$ cat config.mk
export PLATFORM = sky130hd
export DESIGN_NAME = mult_ex_ctrl_flat
export DESIGN_NICKNAME = d
export VERILOG_FILES = /design/src/rtl/mult_ex_ctrl_if.sv /design/src/rtl/mult_ex_ctrl.sv /design/src/flat_wrapper.sv
export SDC_FILE = /design/constraint.sdc
export NUM_CORES = 1
export LEC_CHECK = 0
export BUFFER_PORTS_ARGS = -buffer_cell sky130_fd_sc_hd__buf_2
export CORE_ASPECT_RATIO = 1.5
export CORE_UTILIZATION = 48
export CTS_CLUSTER_SIZE = 8
export DETAILED_ROUTE_END_ITERATION = 10
export GPL_TIMING_DRIVEN = 0
export PLACE_DENSITY = 0.78
export SETUP_SLACK_MARGIN = 0.4
export SLEW_MARGIN = 10
export SYNTH_ARGS = -nofsm -noshare
export SYNTH_HDL_FRONTEND = slang
export SYNTH_SLANG_ARGS = --single-unit
export TNS_END_PERCENT = 50
$ cat constraint.sdc
create_clock -name clk -period 3.4 [get_ports clk]
set_clock_uncertainty 0.15 [all_clocks]
set_input_delay 0.68 -clock clk [delete_from_list [all_inputs] [get_ports clk]]
set_output_delay 0.68 -clock clk [all_outputs]
set_load 0.1 [all_outputs]
$ cat src/rtl/mult_ex_ctrl_if.sv
// Handshake bundle between the EX-stage multiply controller and the 16-iteration multiplier.
// The controller uses the master modport; the multiplier (or its model) uses the slave modport.
interface mult_ex_ctrl_if #(parameter int DATA_W = 32);
  logic                  mult_in_valid;
  logic [DATA_W-1:0]     mult_mplier;
  logic [DATA_W-1:0]     mult_mcand;
  logic [2*DATA_W-1:0]   mult_product;
  logic                  mult_out_valid;

  modport master (
    output mult_in_valid, mult_mplier, mult_mcand,
    input  mult_product, mult_out_valid
  );

  modport slave (
    input  mult_in_valid, mult_mplier, mult_mcand,
    output mult_product, mult_out_valid
  );
endinterface

$ cat src/rtl/mult_ex_ctrl.sv
// EX-stage front end for the unsigned iterative multiplier: stalls EX, sends magnitudes, sign-corrects the product.
// Optional result reuse of the last completed operation is enabled by defining MULT_REUSE_EN.
module mult_ex_ctrl #(
  parameter int DATA_W = 32
) (
  input  logic              clk,
  input  logic              rst_n,
  input  logic              ex_valid,
  input  logic [1:0]        ex_funct,
  input  logic [DATA_W-1:0] ex_rs1,
  input  logic [DATA_W-1:0] ex_rs2,
  input  logic              ex_flush,
  output logic              ex_stall,
  output logic              res_valid,
  output logic [DATA_W-1:0] res_data,
  mult_ex_ctrl_if.master    mult
);

  localparam logic [1:0] F_MUL    = 2'b00;
  localparam logic [1:0] F_MULH   = 2'b01;
  localparam logic [1:0] F_MULHSU = 2'b10;

  typedef enum logic [2:0] {
    IDLE  = 3'd0,
    ISSUE = 3'd1,
    WAIT  = 3'd2,
    DONE  = 3'd3,
    DRAIN = 3'd4
  } state_t;

  state_t                state_r, state_s;
  logic [DATA_W-1:0]     mplier_r, mcand_r;
  logic                  neg_r;
  logic [1:0]            funct_r;
  logic [2*DATA_W-1:0]   res_r;

  logic                  sa_s, sb_s, neg_s, start_s, hit_s, load_res_s;
  logic [2*DATA_W-1:0]   prod_fix_s;

  function automatic logic [DATA_W-1:0] magnitude(input logic [DATA_W-1:0] v, input logic is_signed);
    return (is_signed && v[DATA_W-1]) ? (~v + {{(DATA_W-1){1'b0}}, 1'b1}) : v;
  endfunction

  // MUL runs as signed*signed; its low word is the same for any signedness.
  assign sa_s       = (ex_funct == F_MUL) || (ex_funct == F_MULH) || (ex_funct == F_MULHSU);
  assign sb_s       = (ex_funct == F_MUL) || (ex_funct == F_MULH);
  assign neg_s      = (sa_s & ex_rs1[DATA_W-1]) ^ (sb_s & ex_rs2[DATA_W-1]);
  assign start_s    = ex_valid && !ex_flush;
  assign load_res_s = (state_r == WAIT) && mult.mult_out_valid && !ex_flush;
  assign prod_fix_s = neg_r ? (~mult.mult_product + {{(2*DATA_W-1){1'b0}}, 1'b1}) : mult.mult_product;

`ifdef MULT_REUSE_EN
  logic [DATA_W-1:0] key_a_r, key_b_r;
  logic              key_sa_r, key_sb_r, key_vld_r;

  assign hit_s = key_vld_r && (ex_rs1 == key_a_r) && (ex_rs2 == key_b_r) &&
                 ((ex_funct == F_MUL) || ({sa_s, sb_s} == {key_sa_r, key_sb_r}));

  // Reuse key register; operands are still held by EX when the product lands, so capture them then.
  always_ff @(posedge clk) begin
    if (!rst_n) begin
      key_a_r   <= {DATA_W{1'b0}};
      key_b_r   <= {DATA_W{1'b0}};
      key_sa_r  <= 1'b0;
      key_sb_r  <= 1'b0;
      key_vld_r <= 1'b0;
    end else if (load_res_s) begin
      key_a_r   <= ex_rs1;
      key_b_r   <= ex_rs2;
      key_sa_r  <= sa_s;
      key_sb_r  <= sb_s;
      key_vld_r <= 1'b1;
    end
  end
`else
  assign hit_s = 1'b0;
`endif

  // State, operand and result registers.
  always_ff @(posedge clk) begin
    if (!rst_n) begin
      state_r  <= IDLE;
      mplier_r <= {DATA_W{1'b0}};
      mcand_r  <= {DATA_W{1'b0}};
      neg_r    <= 1'b0;
      funct_r  <= 2'b00;
      res_r    <= {(2*DATA_W){1'b0}};
    end else begin
      state_r <= state_s;
      if ((state_r == IDLE) && start_s) begin
        mplier_r <= magnitude(ex_rs1, sa_s);
        mcand_r  <= magnitude(ex_rs2, sb_s);
        neg_r    <= neg_s;
        funct_r  <= ex_funct;
      end
      if (load_res_s) begin
        res_r <= prod_fix_s;
      end
    end
  end

  // Next-state logic; a flush that coincides with the done pulse needs no drain.
  always_comb begin
    state_s = state_r;
    case (state_r)
      IDLE: begin
        if (start_s) begin
          if (hit_s) state_s = DONE;
          else       state_s = ISSUE;
        end else begin
          state_s = IDLE;
        end
      end
      ISSUE: begin
        if (ex_flush) state_s = DRAIN;
        else          state_s = WAIT;
      end
      WAIT: begin
        if (ex_flush && mult.mult_out_valid)  state_s = IDLE;
        else if (ex_flush)                    state_s = DRAIN;
        else if (mult.mult_out_valid)         state_s = DONE;
        else                                  state_s = WAIT;
      end
      DONE:    state_s = IDLE;
      DRAIN: begin
        if (mult.mult_out_valid) state_s = IDLE;
        else                     state_s = DRAIN;
      end
      default: state_s = IDLE;
    endcase
  end

  assign ex_stall = ((state_r == IDLE) && start_s) || (state_r == ISSUE) || (state_r == WAIT) ||
                    ((state_r == DRAIN) && ex_valid);
  assign res_valid = (state_r == DONE);
  assign res_data  = (state_r != DONE) ? {DATA_W{1'b0}} :
                     (funct_r == F_MUL) ? res_r[DATA_W-1:0] : res_r[2*DATA_W-1:DATA_W];

  assign mult.mult_in_valid = (state_r == ISSUE);
  assign mult.mult_mplier   = mplier_r;
  assign mult.mult_mcand    = mcand_r;

endmodule

$ cat src/flat_wrapper.sv
// flat-port wrapper written by rule: the top's interface ports become plain ports
module mult_ex_ctrl_flat 
#(
  parameter int DATA_W = 32
)
  (clk, rst_n, ex_valid, ex_funct, ex_rs1, ex_rs2, ex_flush, ex_stall, res_valid, res_data, mult_mult_in_valid, mult_mult_mplier, mult_mult_mcand, mult_mult_product, mult_mult_out_valid);
  mult_ex_ctrl_if #(.DATA_W(DATA_W)) mult_i ();
  input  logic clk;
  input  logic rst_n;
  input  logic ex_valid;
  input  logic [1:0] ex_funct;
  input  logic [DATA_W-1:0] ex_rs1;
  input  logic [DATA_W-1:0] ex_rs2;
  input  logic ex_flush;
  output logic ex_stall;
  output logic res_valid;
  output logic [DATA_W-1:0] res_data;
  output wire logic [$bits(mult_i.mult_in_valid)-1:0] mult_mult_in_valid;
  output wire logic [$bits(mult_i.mult_mplier)-1:0] mult_mult_mplier;
  output wire logic [$bits(mult_i.mult_mcand)-1:0] mult_mult_mcand;
  input wire logic [$bits(mult_i.mult_product)-1:0] mult_mult_product;
  input wire logic [$bits(mult_i.mult_out_valid)-1:0] mult_mult_out_valid;
  assign mult_mult_in_valid = mult_i.mult_in_valid;
  assign mult_mult_mplier = mult_i.mult_mplier;
  assign mult_mult_mcand = mult_i.mult_mcand;
  assign mult_i.mult_product = mult_mult_product;
  assign mult_i.mult_out_valid = mult_mult_out_valid;
  mult_ex_ctrl #(.DATA_W(DATA_W)) u_core (.clk(clk), .rst_n(rst_n), .ex_valid(ex_valid), .ex_funct(ex_funct), .ex_rs1(ex_rs1), .ex_rs2(ex_rs2), .ex_flush(ex_flush), .ex_stall(ex_stall), .res_valid(res_valid), .res_data(res_data), .mult(mult_i));
endmodule
==> results by group <==
Pwr
  • Power Dens Cells: 446 mW/mm^2
  • Max VDD drop: roughly 360 uV
  • Leakage power: 4.00 nW

Synth
  • Area leader, netlist: dfxtp_1
  • Avg Cell Area, Syn: 7.66 sq um
  • Syn nets: ~1,200
  • Yosys warns: 0
  • Main synth FF type: dfxtp_1
  • Sequential area share after synthesis: around 33%
  • Share of the synthesized area in the top cell type: 33.3%
  • Post-synthesis async set-or-reset flop share: 0%
  • EDFF count, synth: 0
  • Yosys reg bits: 134
  • Post-synth cell types: just over 60
  • Cells after Synth: 1,052
  • Area of the mapped netlist: approximately 0.0081 sq mm
  • Synth area leaders: dfxtp_1 (33%), a21oi_1 (7.4%), xor2_1 (6.5%)

Clock network
  • Clk buf depth: 2
  • Clock slew at reported path FFs: 0.06 ns
  • Total clock sinks: 134
  • CTS Buf Count: 17
  • CTS tree: built
  • H-tree level count: 4
  • CTS root buffer: clkbuf_16
  • Worst-Skew Late Latency: 0.42 ns

STA
  • Slack of the critical path: 0.243 ns
  • Period utilisation layout: just over 90%
  • RSZ-0062 raised after global routing: true
  • Fin Setup TNS: 0 ns
  • Fin crit period: 3.16 ns
  • Relative slew slack: 37.8%
  • Fmax: approximately 0.32 GHz
  • Final Max Slew Viols: 0
  • Slew at the pin closest to its max-slew limit: ~0.9 ns
  • Final Hold Fails: 0
  • Final setup violation count: 0

Critical path
  • Crit. Startpoint: mult_mult_product[14]
  • Critical path's largest stage delay: approximately 0.53 ns
  • Critical path peak fanout: 6
  • Slowest cell on crit path: or4_4
  • Setup Crit Path Kind: input port to flip-flop
  • Worst setup SP type: input port
  • Crit-path cells: buf_8 -> or4_4 -> buf_8 -> or4_4 -> buf_4 -> or4_4 -> buf_8 -> o41ai_4 -> xor2_1 -> a21oi_1
  • Req. time, crit path: 3.53 ns
  • R2r endpoint: u_core.res_r[35]$_SDFFE_PN0P_
  • CP Capture Point: u_core.res_r[45]$_SDFFE_PN0P_
  • Reg2reg path depth: 8
  • FF-to-FF Start: u_core.state_r[2]$_SDFF_PN0_
  • Reg-to-reg slack, setup: 0.34 ns
  • Crit path arrival time: 3.28 ns
  • CP Capture Type: flip-flop

Die
  • Core Area: about 0.016 sq mm
  • Die outline width: ~110 um
  • Full die area: 0.0173 sq mm
  • Initial Util: 49.3%
  • Row count: 57
  • Die Ht: approximately 160 um
  • I/O pin count: 234

Global routing
  • Total Routing Usage GR: 33.0%
  • Vias in the first global route: about 8,800
  • First-pass GRT wire length: between 40,000 and 50,000 um
  • Total grt overflow: 0
  • Largest net degree at the start of global routing: 17
  • Initial antenna violation count: 1

Status
  • Outcome: finished, final reports clean

Cells and area
  • Post-layout nets: 1,456
  • Filler cells: ~1,400
  • Synth-to-Final Area Change: 30.4%
  • Finished Layout Cells: 1,538
  • Share of cells above drive strength 1: 26.2%
  • Fin util: 64.3%
  • Most common library cell in the layout ignoring fill and taps: buf_2
  • Commonest non-fill, non-tap cells in the layout: buf_2 (195), dfxtp_1 (134), a21oi_1 (110)

Placement
  • Port-buffer cells: 231
  • Dpl hpwl: 21,800 um
  • Dpl cells: 1,489
  • Pre-CTS setup slack: -0.550 ns
  • RD Place Congestion: 0.949

Route
  • Post-route ant nets: 0
  • Residual DRC count: 0
  • DRT Pass-1 Iters: 7
  • Routed wire per std cell: 18.9 um
  • Number of vias per cell: 5.93
  • Drt total wl: 29,100 um
  • Vias post-DR: 9,128
  • DRT iter0 DRCs: between 600 and 700

Flow run
  • Max Cap Violations: 0

Worst hold path
  • Worst Hold Class: flip-flop to flip-flop
  • Hold_sp: u_core.mult.mult_mcand[0]$_SDFFE_PN0P_
## cells by family after synthesis
family | share of synthesized area (%)
compound gates | 24.9
fa+ha+maj | 0.590
xor+xnor | 10.9
buf+inv | 5.29
simple gates | 23.2
flops | 33.3
mux | 1.86
## synth_stat cells, types with 3 or more instances
library cell / count
nor2_1: 104
or2_2: 13
o31a_1: 4
ha_1: 3
nand4_1: 5
buf_1: 4
a31oi_1: 12
o41ai_1: 12
nor3_1: 27
o22ai_1: 15
mux2i_1: 15
nor3b_1: 4
nand3_1: 19
nor4_1: 16
inv_1: 15
clkbuf_1: 65
or4_4: 5
xnor2_1: 40
xor2_1: 60
and3_1: 19
or3_1: 10
clkbuf_8: 3
or4_1: 18
o21ai_0: 79
o31ai_1: 21
dfxtp_1: 134
o41ai_2: 3
nand2_1: 106
nand2b_1: 6
a211oi_1: 48
nor2b_1: 6
a21oi_1: 119
and4_1: 3
## critical path, delay by kind of cell
family | cells | cell delay (ns)
buf+inv | 4 | 0.56
compound gates | 2 | 0.32
xor+xnor | 1 | 0.18
simple gates | 3 | 1.53
## metal layers
| layer | vias up | share of wire (%) | track usage [%] |
|---|---|---|---|
| met5 | - | 0 | 0 |
| met3 | 113 | 6.9 | 6.37 |
| met4 | 0 | 5.3 | 20.8 |
| li1 | 4338 | - | - |
| met2 | 449 | 52 | 60.3 |
| met1 | 4228 | 36 | 33.8 |
## layout make-up
class | count | area [sq um] | share of cell area, %
antenna | 2 | 5.00 | 0.0476
timing repair buffer | 247 | 1400 | 13.3
tap | 206 | 258 | 2.45
multi-input combinational | 822 | 5100 | 48.6
buffer | 80 | 402 | 3.82
inverter | 16 | 60.1 | 0.572
sequential | 134 | 2680 | 25.5
clock buffer | 18 | 439 | 4.18
clock inverter | 13 | 158 | 1.50
## per-stage QoR
step | instance area (sq um) | hold slack [ns] | total power (W)
after global placement | 9510 | 0.289 | 0.00279
after detailed placement | 9510 | 0.299 | 0.00280
after CTS | 10300 | 0.312 | 0.00467
final | 10500 | 0.317 | 0.00468
after global routing | 10500 | 0.333 | 0.00483
after floorplan | 8100 | 0.287 | 0.00248
## worst min-delay path by stage
| stage | slack [ns] | endpoint | cells past startpoint |
|---|---|---|---|
| after floorplan | 0.29 | u_core.res_r[0]$_SDFFE_PN0P_ | 2 |
| after global placement | 0.29 | u_core.mult.mult_mcand[0]$_SDFFE_PN0P_ | 2 |
| after detailed placement | 0.30 | u_core.res_r[0]$_SDFFE_PN0P_ | 2 |
| after CTS | 0.31 | u_core.mult.mult_mcand[0]$_SDFFE_PN0P_ | 2 |
| after global routing | 0.33 | u_core.mult.mult_mplier[0]$_SDFFE_PN0P_ | 2 |
| final | 0.32 | u_core.mult.mult_mcand[0]$_SDFFE_PN0P_ | 2 |
## registers in the layout, indices dropped and copies added, names as in the netlist
signal / flops
u_core.res_r: 64
u_core.mult.mult_mcand: 32
u_core.mult.mult_mplier: 32
u_core.state_r: 3
u_core.funct_r: 2
u_core.neg_r: 1
## where the power goes
group,leakage [nW],total (W),switching [W],internal (W)
Sequential,1.09,0.00167,0.0000342,0.00164
Clock,0.295,0.00188,0.000713,0.00117
Combinational,2.62,0.00114,0.000847,0.000288
## timing repair
action	CTS	global route
pin swaps	8	15
setup endpoints to repair	60	92
buffers inserted	11	5
hold buffers	0	0
resized for setup	34	55
Note: power is estimated with default switching activity, not from simulation.
